### src/rtl/cache_pkg.sv
// cache_pkg: shared geometry and FSM encoding for the MEM-stage data cache
package cache_pkg;
  localparam int LINES = 32;
  localparam int IDX_W = 5;
  localparam int TAG_W = 30 - IDX_W;
  typedef enum logic [1:0] {IDLE = 2'd0, WBACK = 2'd1, FILL = 2'd2} state_t;
endpackage

### src/rtl/dcache_ctrl_if.sv
// dcache_ctrl_if: pipeline-side and memory-side signals of the data cache
interface dcache_ctrl_if;
  logic        mem_read;
  logic        mem_write;
  logic [31:0] addr;
  logic [31:0] wdata;
  logic [31:0] rdata;
  logic        stall;
  logic        ext_req;
  logic        ext_we;
  logic [31:0] ext_addr;
  logic [31:0] ext_wdata;
  logic        ext_ack;
  logic [31:0] ext_rdata;
  logic [31:0] miss_count;
  modport slave (
    input  mem_read, mem_write, addr, wdata, ext_ack, ext_rdata,
    output rdata, stall, ext_req, ext_we, ext_addr, ext_wdata, miss_count
  );
  modport master (
    output mem_read, mem_write, addr, wdata, ext_ack, ext_rdata,
    input  rdata, stall, ext_req, ext_we, ext_addr, ext_wdata, miss_count
  );
endinterface

### src/rtl/dcache_array.sv
// dcache_array: data/tag storage plus valid/dirty bits; async read, sync write
module dcache_array #(
  parameter int LINES = cache_pkg::LINES,
  parameter int IDX_W = cache_pkg::IDX_W
) (
  input  logic              clk,
  input  logic              rst,
  input  logic [IDX_W-1:0]  i_idx,
  input  logic              i_we,
  input  logic [31:0]       i_wdata,
  input  logic [29-IDX_W:0] i_wtag,
  input  logic              i_wdirty,
  input  logic              i_clr_dirty,
  output logic [31:0]       o_data,
  output logic [29-IDX_W:0] o_tag,
  output logic              o_valid,
  output logic              o_dirty
);
  logic [31:0]       r_data [LINES];
  logic [29-IDX_W:0] r_tag  [LINES];
  logic [LINES-1:0]  r_valid, r_dirty;
  always_ff @(posedge clk)
    if (i_we) begin
      r_data[i_idx] <= i_wdata;
      r_tag[i_idx]  <= i_wtag;
    end
  always_ff @(posedge clk or posedge rst)
    if (rst) begin
      r_valid <= '0;
      r_dirty <= '0;
    end else if (i_we) begin
      r_valid[i_idx] <= 1'b1;
      r_dirty[i_idx] <= i_wdirty;
    end else if (i_clr_dirty) begin
      r_dirty[i_idx] <= 1'b0;
    end
  assign o_data  = r_data[i_idx];
  assign o_tag   = r_tag[i_idx];
  assign o_valid = r_valid[i_idx];
  assign o_dirty = r_dirty[i_idx];
endmodule

### src/rtl/dcache_ctrl.sv
// dcache_ctrl: direct-mapped write-back/write-allocate D-cache and miss FSM.
// The access inputs are held by the stalled pipeline, so they are never latched.
module dcache_ctrl #(
  parameter int LINES = cache_pkg::LINES,
  parameter int IDX_W = cache_pkg::IDX_W
) (
  input logic          clk,
  input logic          rst,
  dcache_ctrl_if.slave bus
);
  import cache_pkg::*;
  localparam int TW = 30 - IDX_W;
  state_t           r_state, w_next;
  logic [IDX_W-1:0] w_idx;
  logic [TW-1:0]    w_tag, w_vtag;
  logic [31:0]      w_vdata, w_wdata;
  logic             w_valid, w_vdirty, w_hit, w_miss, w_evict, w_ack;
  logic             w_we, w_wdirty, w_clr, w_stall;
  logic             r_req, r_we;
  logic [31:0]      r_addr, r_wdata, r_miss_count;
  assign w_idx   = bus.addr[IDX_W+1:2];
  assign w_tag   = bus.addr[31:IDX_W+2];
  assign w_hit   = w_valid && w_vtag == w_tag;
  assign w_miss  = r_state == IDLE && (bus.mem_read || bus.mem_write) && !w_hit;
  assign w_evict = w_valid && w_vdirty;
  assign w_ack   = bus.ext_ack && r_req;
  dcache_array #(.LINES(LINES), .IDX_W(IDX_W)) u_array (
    .clk(clk), .rst(rst), .i_idx(w_idx),
    .i_we(w_we), .i_wdata(w_wdata), .i_wtag(w_tag), .i_wdirty(w_wdirty), .i_clr_dirty(w_clr),
    .o_data(w_vdata), .o_tag(w_vtag), .o_valid(w_valid), .o_dirty(w_vdirty)
  );
  always_comb begin
    w_next   = r_state;
    w_stall  = 1'b1;
    w_we     = 1'b0;
    w_wdata  = bus.wdata;
    w_wdirty = 1'b1;
    w_clr    = 1'b0;
    case (r_state)
      IDLE: begin
        w_stall = w_miss;
        w_we    = bus.mem_write && w_hit;
        w_next  = !w_miss ? IDLE : w_evict ? WBACK : FILL;
      end
      WBACK: begin
        w_clr  = w_ack;
        w_next = w_ack ? FILL : WBACK;
      end
      default: begin
        w_we     = w_ack;
        w_wdata  = bus.ext_rdata;
        w_wdirty = 1'b0;
        w_next   = w_ack ? IDLE : FILL;
      end
    endcase
  end
  always_ff @(posedge clk or posedge rst)
    if (rst) begin
      r_state      <= IDLE;
      r_req        <= 1'b0;
      r_we         <= 1'b0;
      r_addr       <= '0;
      r_wdata      <= '0;
      r_miss_count <= '0;
    end else begin
      r_state <= w_next;
      if (w_miss) begin
        r_miss_count <= r_miss_count + 32'd1;
        r_req        <= 1'b1;
        r_we         <= w_evict;
        r_addr       <= {w_evict ? w_vtag : w_tag, w_idx, 2'b00};
        r_wdata      <= w_vdata;
      end else if (r_state == WBACK && w_ack) begin
        r_we   <= 1'b0;
        r_addr <= {w_tag, w_idx, 2'b00};
      end else if (r_state == FILL && w_ack) begin
        r_req <= 1'b0;
      end
    end
  assign bus.rdata      = w_vdata;
  assign bus.stall      = w_stall;
  assign bus.ext_req    = r_req;
  assign bus.ext_we     = r_we;
  assign bus.ext_addr   = r_addr;
  assign bus.ext_wdata  = r_wdata;
  assign bus.miss_count = r_miss_count;
endmodule

### src/flat_wrapper.sv
// flat-port wrapper written by rule: the top's interface ports become plain ports
module dcache_ctrl_flat import cache_pkg::*;
#(
  parameter int LINES = cache_pkg::LINES,
  parameter int IDX_W = cache_pkg::IDX_W
)
  (clk, rst, bus_mem_read, bus_mem_write, bus_addr, bus_wdata, bus_ext_ack, bus_ext_rdata, bus_rdata, bus_stall, bus_ext_req, bus_ext_we, bus_ext_addr, bus_ext_wdata, bus_miss_count);
  dcache_ctrl_if bus_i ();
  input logic clk;
  input logic rst;
  input wire logic [$bits(bus_i.mem_read)-1:0] bus_mem_read;
  input wire logic [$bits(bus_i.mem_write)-1:0] bus_mem_write;
  input wire logic [$bits(bus_i.addr)-1:0] bus_addr;
  input wire logic [$bits(bus_i.wdata)-1:0] bus_wdata;
  input wire logic [$bits(bus_i.ext_ack)-1:0] bus_ext_ack;
  input wire logic [$bits(bus_i.ext_rdata)-1:0] bus_ext_rdata;
  output wire logic [$bits(bus_i.rdata)-1:0] bus_rdata;
  output wire logic [$bits(bus_i.stall)-1:0] bus_stall;
  output wire logic [$bits(bus_i.ext_req)-1:0] bus_ext_req;
  output wire logic [$bits(bus_i.ext_we)-1:0] bus_ext_we;
  output wire logic [$bits(bus_i.ext_addr)-1:0] bus_ext_addr;
  output wire logic [$bits(bus_i.ext_wdata)-1:0] bus_ext_wdata;
  output wire logic [$bits(bus_i.miss_count)-1:0] bus_miss_count;
  assign bus_i.mem_read = bus_mem_read;
  assign bus_i.mem_write = bus_mem_write;
  assign bus_i.addr = bus_addr;
  assign bus_i.wdata = bus_wdata;
  assign bus_i.ext_ack = bus_ext_ack;
  assign bus_i.ext_rdata = bus_ext_rdata;
  assign bus_rdata = bus_i.rdata;
  assign bus_stall = bus_i.stall;
  assign bus_ext_req = bus_i.ext_req;
  assign bus_ext_we = bus_i.ext_we;
  assign bus_ext_addr = bus_i.ext_addr;
  assign bus_ext_wdata = bus_i.ext_wdata;
  assign bus_miss_count = bus_i.miss_count;
  dcache_ctrl #(.LINES(LINES), .IDX_W(IDX_W)) u_core (.clk(clk), .rst(rst), .bus(bus_i));
endmodule
### config.mk
export PLATFORM = sky130hd
export DESIGN_NAME = dcache_ctrl_flat
export DESIGN_NICKNAME = d
export VERILOG_FILES = /design/src/rtl/cache_pkg.sv /design/src/rtl/dcache_ctrl_if.sv /design/src/rtl/dcache_array.sv /design/src/rtl/dcache_ctrl.sv /design/src/flat_wrapper.sv
export SDC_FILE = /design/constraint.sdc
export NUM_CORES = 2
export LEC_CHECK = 0
export ABC_AREA = 0
export CAP_MARGIN = 20
export CORE_ASPECT_RATIO = 1.2
export CORE_UTILIZATION = 40
export CTS_BUF_LIST = sky130_fd_sc_hd__clkbuf_8
export DETAILED_ROUTE_END_ITERATION = 8
export PLACE_DENSITY = 0.65
export SYNTH_ARGS = -nofsm -noshare
export SYNTH_HDL_FRONTEND = slang
export SYNTH_HIERARCHICAL = 1
export SYNTH_SLANG_ARGS = --single-unit
### constraint.sdc
create_clock -name clk -period 9.5 [get_ports clk]
set_input_delay 1.9 -clock clk [delete_from_list [all_inputs] [get_ports clk]]
set_output_delay 1.9 -clock clk [all_outputs]
set_load 0.02 [all_outputs]
Word-level counts from Yosys, hierarchy flattened
Memories as Yosys holds them, arrays and structs flattened.
Cells that the tools add are included.
{"block": "totals", "out_inout_bits": 131, "ff_bits": 164, "input_bits": 101, "n_memories": 2, "ramBits": 1824, "elab_cells": 66}
{"name": "u_core.u_array.r_data", "depth": 32, "width": 32, "read_ports": 1, "rd_ports_with_merged_regs": 0, "write_ports": 1, "line_no": "dcache_array.sv:19", "source": "logic [31:0] r_data [LINES];"}
{"name": "u_core.u_array.r_tag", "depth": 32, "width": 25, "read_ports": 1, "rd_ports_with_merged_regs": 0, "write_ports": 1, "line_no": "dcache_array.sv:20", "source": "logic [29-IDX_W:0] r_tag [LINES];"}
{"block": "classes", "eq_ne": 4, "bitwise": 3, "reduce_logical": 17, "magnitude_cmp": 2, "mux": 29, "addsub": 1}
{"op": "32-bit two-way mux", "n": 5}
{"op": "32-bit by 1-bit adder with 32-bit output, second input constant", "n": 1}
{"op": "32-bit bitwise AND", "n": 1}
{"op": "32-bit bitwise mux", "n": 1}
{"op": "32-bit NOT", "n": 1}
{"op": "32-bit bitwise OR", "n": 1}
{"op": "25-bit == test", "n": 1}
{"op": "25-bit two-way mux", "n": 1}
{"op": "1-bit two-way mux", "n": 13}
{"op": "1-bit binary-select mux with 5-bit select", "n": 2}
{"op": "1-bit logical AND", "n": 9}
{"op": "2-bit two-way mux", "n": 4}
{"op": "5-bit by 6-bit < comparator with 1-bit output, second input constant", "n": 1}
{"op": "2-bit nonzero test", "n": 3}
{"op": "1-bit demux with 5-bit select", "n": 1}
{"op": "5-bit by 1-bit greater-or-equal comparator with 1-bit output, second input constant", "n": 1}
{"op": "2-bit case mux with 2 select lines", "n": 1}
{"op": "2-bit by 1-bit == test with 1-bit output, second input constant", "n": 1}
{"op": "2-bit == test, second input constant", "n": 1}
{"op": "2-bit logical NOT", "n": 1}
{"op": "2-bit by 1-bit inequality test with 1-bit output, second input constant", "n": 1}
{"op": "1-bit case mux with 2 select lines", "n": 1}
{"op": "2-bit AND reduction", "n": 1}
{"op": "2-bit OR reduction", "n": 1}
{"op": "2 further kinds", "n": 2}

Logic depth before layout (Yosys ltp)
{"block": "logic_depth", "word_depth": 8, "mapped_depth": 19, "ltp_nobuf": 13}

Hierarchy
Netlist, hierarchy kept.
{"module": "dcache_array", "instances": 1, "cells_each": 3884, "area_per_inst_um2": 71776.3, "seq_area_each_um2": 56374.1}
{"module": "dcache_ctrl", "instances": 1, "cells_each": 401, "area_per_inst_um2": 4954.8, "seq_area_each_um2": 2452.4}

Worst setup path before layout
OpenSTA, ideal clock, no wires.
{"block": "synth_path", "kind": "input to register", "from": "input port bus_addr[2]", "to": "memory u_core.u_array.r_data[0][0], enable pin", "setup_slack_ns": 1.605, "arrival_time_ns": 7.422, "stages": 17, "path_buffers": 5, "required_time_ns": 9.027, "cell_sequence": "buf_2 -> buf_2 -> clkbuf_1 -> mux2i_1 -> o22ai_1 -> nor4_1 -> nand2_1 -> xnor2_1 -> nand4_1 -> nor4_4 -> nand4_1 -> nand2_1 -> clkbuf_1 -> nor2b_1 -> nand2b_1 -> clkbuf_1 -> nor2_1"}
{"block": "synth_between", "elab_chain_cells": 7}
{"item": "start: declaration", "line_no": "flat_wrapper.sv:13", "source": "input wire logic [$bits(bus_i.addr)-1:0] bus_addr;"}
{"item": "memory read 32 x 25 bit"}
{"item": "via u_core.w_vtag[9]", "line_no": "dcache_ctrl.sv:15", "source": "logic [TW-1:0] w_tag, w_vtag;"}
{"item": "25-bit == test", "line_no": "dcache_ctrl.sv:23", "source": "assign w_hit = w_valid && w_vtag == w_tag;"}
{"item": "1-bit logical AND", "line_no": "dcache_ctrl.sv:23"}
{"item": "1-bit logical AND", "line_no": "dcache_ctrl.sv:42", "source": "w_we = bus.mem_write && w_hit;"}
{"item": "1-bit case mux with 2 select lines", "line_no": "dcache_ctrl.sv:39", "source": "case (r_state)"}
{"item": "via u_core.w_we", "line_no": "dcache_ctrl.sv:18", "source": "logic w_we, w_wdirty, w_clr, w_stall;"}
{"item": "1-bit two-way mux", "line_no": "dcache_array.sv:23", "source": "if (i_we) begin"}
{"item": "1-bit two-way mux (implied by the code)", "line_no": "dcache_array.sv:24", "source": "r_data[i_idx] <= i_wdata;"}
{"item": "end: declaration", "line_no": "dcache_array.sv:19"}
The timed path passes the listed nets, and every way through them passes these cells. The select of a mux whose other input is x is not followed.

Worst setup path after layout
{"block": "layout_path", "from": "input port bus_addr[4]", "to": "output port bus_stall"}
{"block": "layout_between", "elab_chain_cells": 6}
{"item": "memory read 32 x 25 bit"}
{"item": "via u_core.w_vtag[1]", "line_no": "dcache_ctrl.sv:15"}
{"item": "25-bit == test", "line_no": "dcache_ctrl.sv:23"}
{"item": "1-bit logical AND", "line_no": "dcache_ctrl.sv:23"}
{"item": "1-bit logical NOT", "line_no": "dcache_ctrl.sv:24", "source": "assign w_miss = r_state == IDLE && (bus.mem_read || bus.mem_write) && !w_hit;"}
{"item": "1-bit logical AND", "line_no": "dcache_ctrl.sv:24"}
{"item": "1-bit two-way mux", "line_no": "dcache_ctrl.sv:39"}
{"item": "end: declaration", "line_no": "flat_wrapper.sv:18", "source": "output wire logic [$bits(bus_i.stall)-1:0] bus_stall;"}
The timed path passes the listed nets, and every way through them passes these cells. The select of a mux whose other input is x is not followed.

==> flow_summary.toml <==
[routing]
via_per_inst = 5.70
wirelength_um = 206000
final_antenna_net_count = 0
drt-initial-drc-count = 4627
via_count = 42700
drcViolationCount = 0
drtPass1Iterations = 5
post_drt_wl_per_cell_um = 27.5

[critical_path]
startpoint_type = "input port"
cp.arrival_ns = 6.88
end_kind = "output pin"
cp_max_fo = 16
ff2ff_setup_slack_ns = 4.04
critPathRequiredTime_ns = 7.60
crit_type = "in -> out"

[clock_tree]
clk_pin_slew_ns = 0.06
cts_root_buf = "clkbuf_8"
cts_tree = "done"
cts_setup_buffers = 0
worstSkewPairLatency_ns = 1.04
postCtsHoldBufs = 0
cts_buffers = 328
post_cts_resized = 0
clock_tree.buffer_depth = 4
cts.sinks = 1986
h-tree-depth = 5

[sta]
period_share_pct = 92.4
rsz0062_at_grt = "no"
hold_viol = 0
setup_viol = 0
hold_ws_ns = 0.468
max-slew-margin-rel_pct = 27.2
worst_slew_pin_slew_ns = 1.09
finClkSkew_ns = 0.0933
final-max-slew-violation-count = 0
final.min_clock_period_ns = 8.78
fmax_mhz = 114
fin_tns_setup_ns = 0
worst_slack_ns = 0.720

[yosys]
ys_seq_elements = 1986
synth_edf_count = 1824
synthArstFlopShare_pct = 8.16
syn_avg_cell_area_sq_um = 17.9
ys_seq_area_share_pct = 76.7
synth_area_sq_um = 76700
synth_top_area_share_pct = 71.4
synthCells = 4285
synth.area.top_cells = "edfxtp_1 71%, mux2i_1 12%, dfrtp_1 5.3%"
yosysTopAreaCell = "edfxtp_1"
yosys_warnings = 6
synth_cell_types = 55
synth_ff_type = "edfxtp_1"

[grt]
grt-ovfl-total = 0
grt_pass1_wl_um = 292000
grtUsageTotal_pct = 20.9
antenna_found_initial = 15
grt_pass1_vias = 42500
grt_max_degree = 130

[final_layout]
finalNetCount = 4870
final_util_pct = 46.8
final_common_cell = "edfxtp_1"
area_delta_synth_final_pct = 16.0
drive_gt1_share_pct = 13.9
layout_common_cells = "1824 x edfxtp_1, 947 x mux2i_1, 472 x o22ai_1"

[power_and_ir_drop]
p_sw_w = 0.00377
p_int_w = 0.0133
p_per_area_nw_per_um2 = 192
combPwrFrac_pct = 4.6
vdd_drop_max_mv = 0.182
p_leak_nw = 31.9
pwr-share-seq_pct = 55.8
power_w = 0.0171
switching_share_pct = 22.1
clkPwrFrac_pct = 39.6

[place]
io_buffers = 227
dp_hpwl_um = 113000
place_congestion = 0.811
pre_cts_slack_ns = 0.807

[die]
pin_count = 232
rows = 175
dieWidth_um = 402
die_height_um = 482
start_util_pct = 40.4
core_sq_um = 190000
die-area_sq_um = 194000

[flow_run]
max-cap-violations = 0

[run_status]
status = "finished clean"

[min_path]
hold_path_class = "reg -> reg"
[layer usage]
layer  track usage (%)  part of all wire, %  vias up
met3              4.66                  8.4      395
met5                 0                0.018        -
met2              33.1                   46     1887
met1              28.2                   42    22100
met4              7.64                  3.3        6
li1                  -                    -    18300
[Yosys cell counts (23+ instances only)]
master / instances
nand3_1: 23
clkbuf_1: 117
o21ai_0: 65
o22ai_1: 472
mux2_1: 33
edfxtp_1: 1824
or2_2: 24
and3_1: 36
nor2_1: 39
buf_2: 104
dfrtp_1: 162
mux2i_1: 947
mux2_2: 32
nand2_1: 75
nor4_1: 118
xnor2_1: 53
[power groups by stage]
stage / combinational (W) / clock, W / sequential, W
2_1_floorplan: 0.000442 / 0 / 0.00972
3_3_place_gp: 0.000766 / 0 / 0.00972
3_5_place_dp: 0.000779 / 0 / 0.00972
4_1_cts: 0.000782 / 0.00690 / 0.00954
5_1_grt: 0.000833 / 0.00727 / 0.00954
6_report: 0.000790 / 0.00677 / 0.00954
[kinds of logic after synthesis]
kind of cell               Yosys count  synth area share [%]
xor gates and xnor gates            56                 0.639
buffers and inverters              263                  1.65
muxes                             1017                  13.4
DFF                               1986                  76.7
other                                1               0.00489
AOI/OAI and AO/OA                  572                  4.71
adders and majority gates            1                0.0163
and+or+nand+nor                    389                  2.90
[metrics by stage]
stage	instances	instance area (sq um)
final	7487	89000
after global routing	7483	89000
after CTS	7476	88800
after detailed placement	6911	83000
after global placement	6910	83000
after floorplan	4286	76700
[final timing paths]
check / endpoint / startpoint / cells past startpoint
min: u_core/u_array/r_valid[12]$_DFFE_PP0P_ / u_core/u_array/r_valid[12]$_DFFE_PP0P_ / 1
min in group asynchronous: u_core/bus.ext_wdata[1]$_DFFE_PP0N_ / rst / 2
max in group asynchronous: u_core/r_state[1]$_DFF_PP0_ / rst / 3
max reg2reg: u_core/u_array/r_tag[26][13]$_DFFE_PP_ / u_core/u_array/r_tag[1][21]$_DFFE_PP_ / 12
max: bus_stall / bus_addr[4] / 13
min reg2reg: u_core/u_array/r_valid[12]$_DFFE_PP0P_ / u_core/u_array/r_valid[12]$_DFFE_PP0P_ / 1
[layout make-up]
class,instances,area (sq um)
Multi-Input combinational cell,2037,17000
Fill cell,16000,101000
Antenna cell,6,15.0
Timing Repair Buffer,409,4210
Sequential cell,1986,58800
Tap cell,2478,3100
Clock buffer,341,4690
Inverter,6,27.5
Clock inverter,224,1120
[flip-flops by register name, summed over array words and instances (netlist names)]
name and flops:
u_core/bus.ext_addr 30, u_core/bus.ext_req 1, u_core/bus.ext_wdata 32, u_core/bus.ext_we 1, u_core/bus.miss_count 32, u_core/r_state 2
u_core/u_array/r_data 1024, u_core/u_array/r_dirty 32, u_core/u_array/r_tag 800, u_core/u_array/r_valid 32
[critical path, cell delays in order]
cell,delay [ns]
clkdlybuf4s50_1,0.82
buf_4,0.35
nand4bb_4,0.37
buf_4,0.29
o22ai_1,0.11
nor4_1,0.39
nand2_1,0.21
xnor2_1,0.46
nand4_1,0.37
nor4_4,0.58
a21o_4,0.20
nand2_1,0.19
clkdlybuf4s50_1,0.61
No activity file was read; power rests on OpenSTA's default activity.
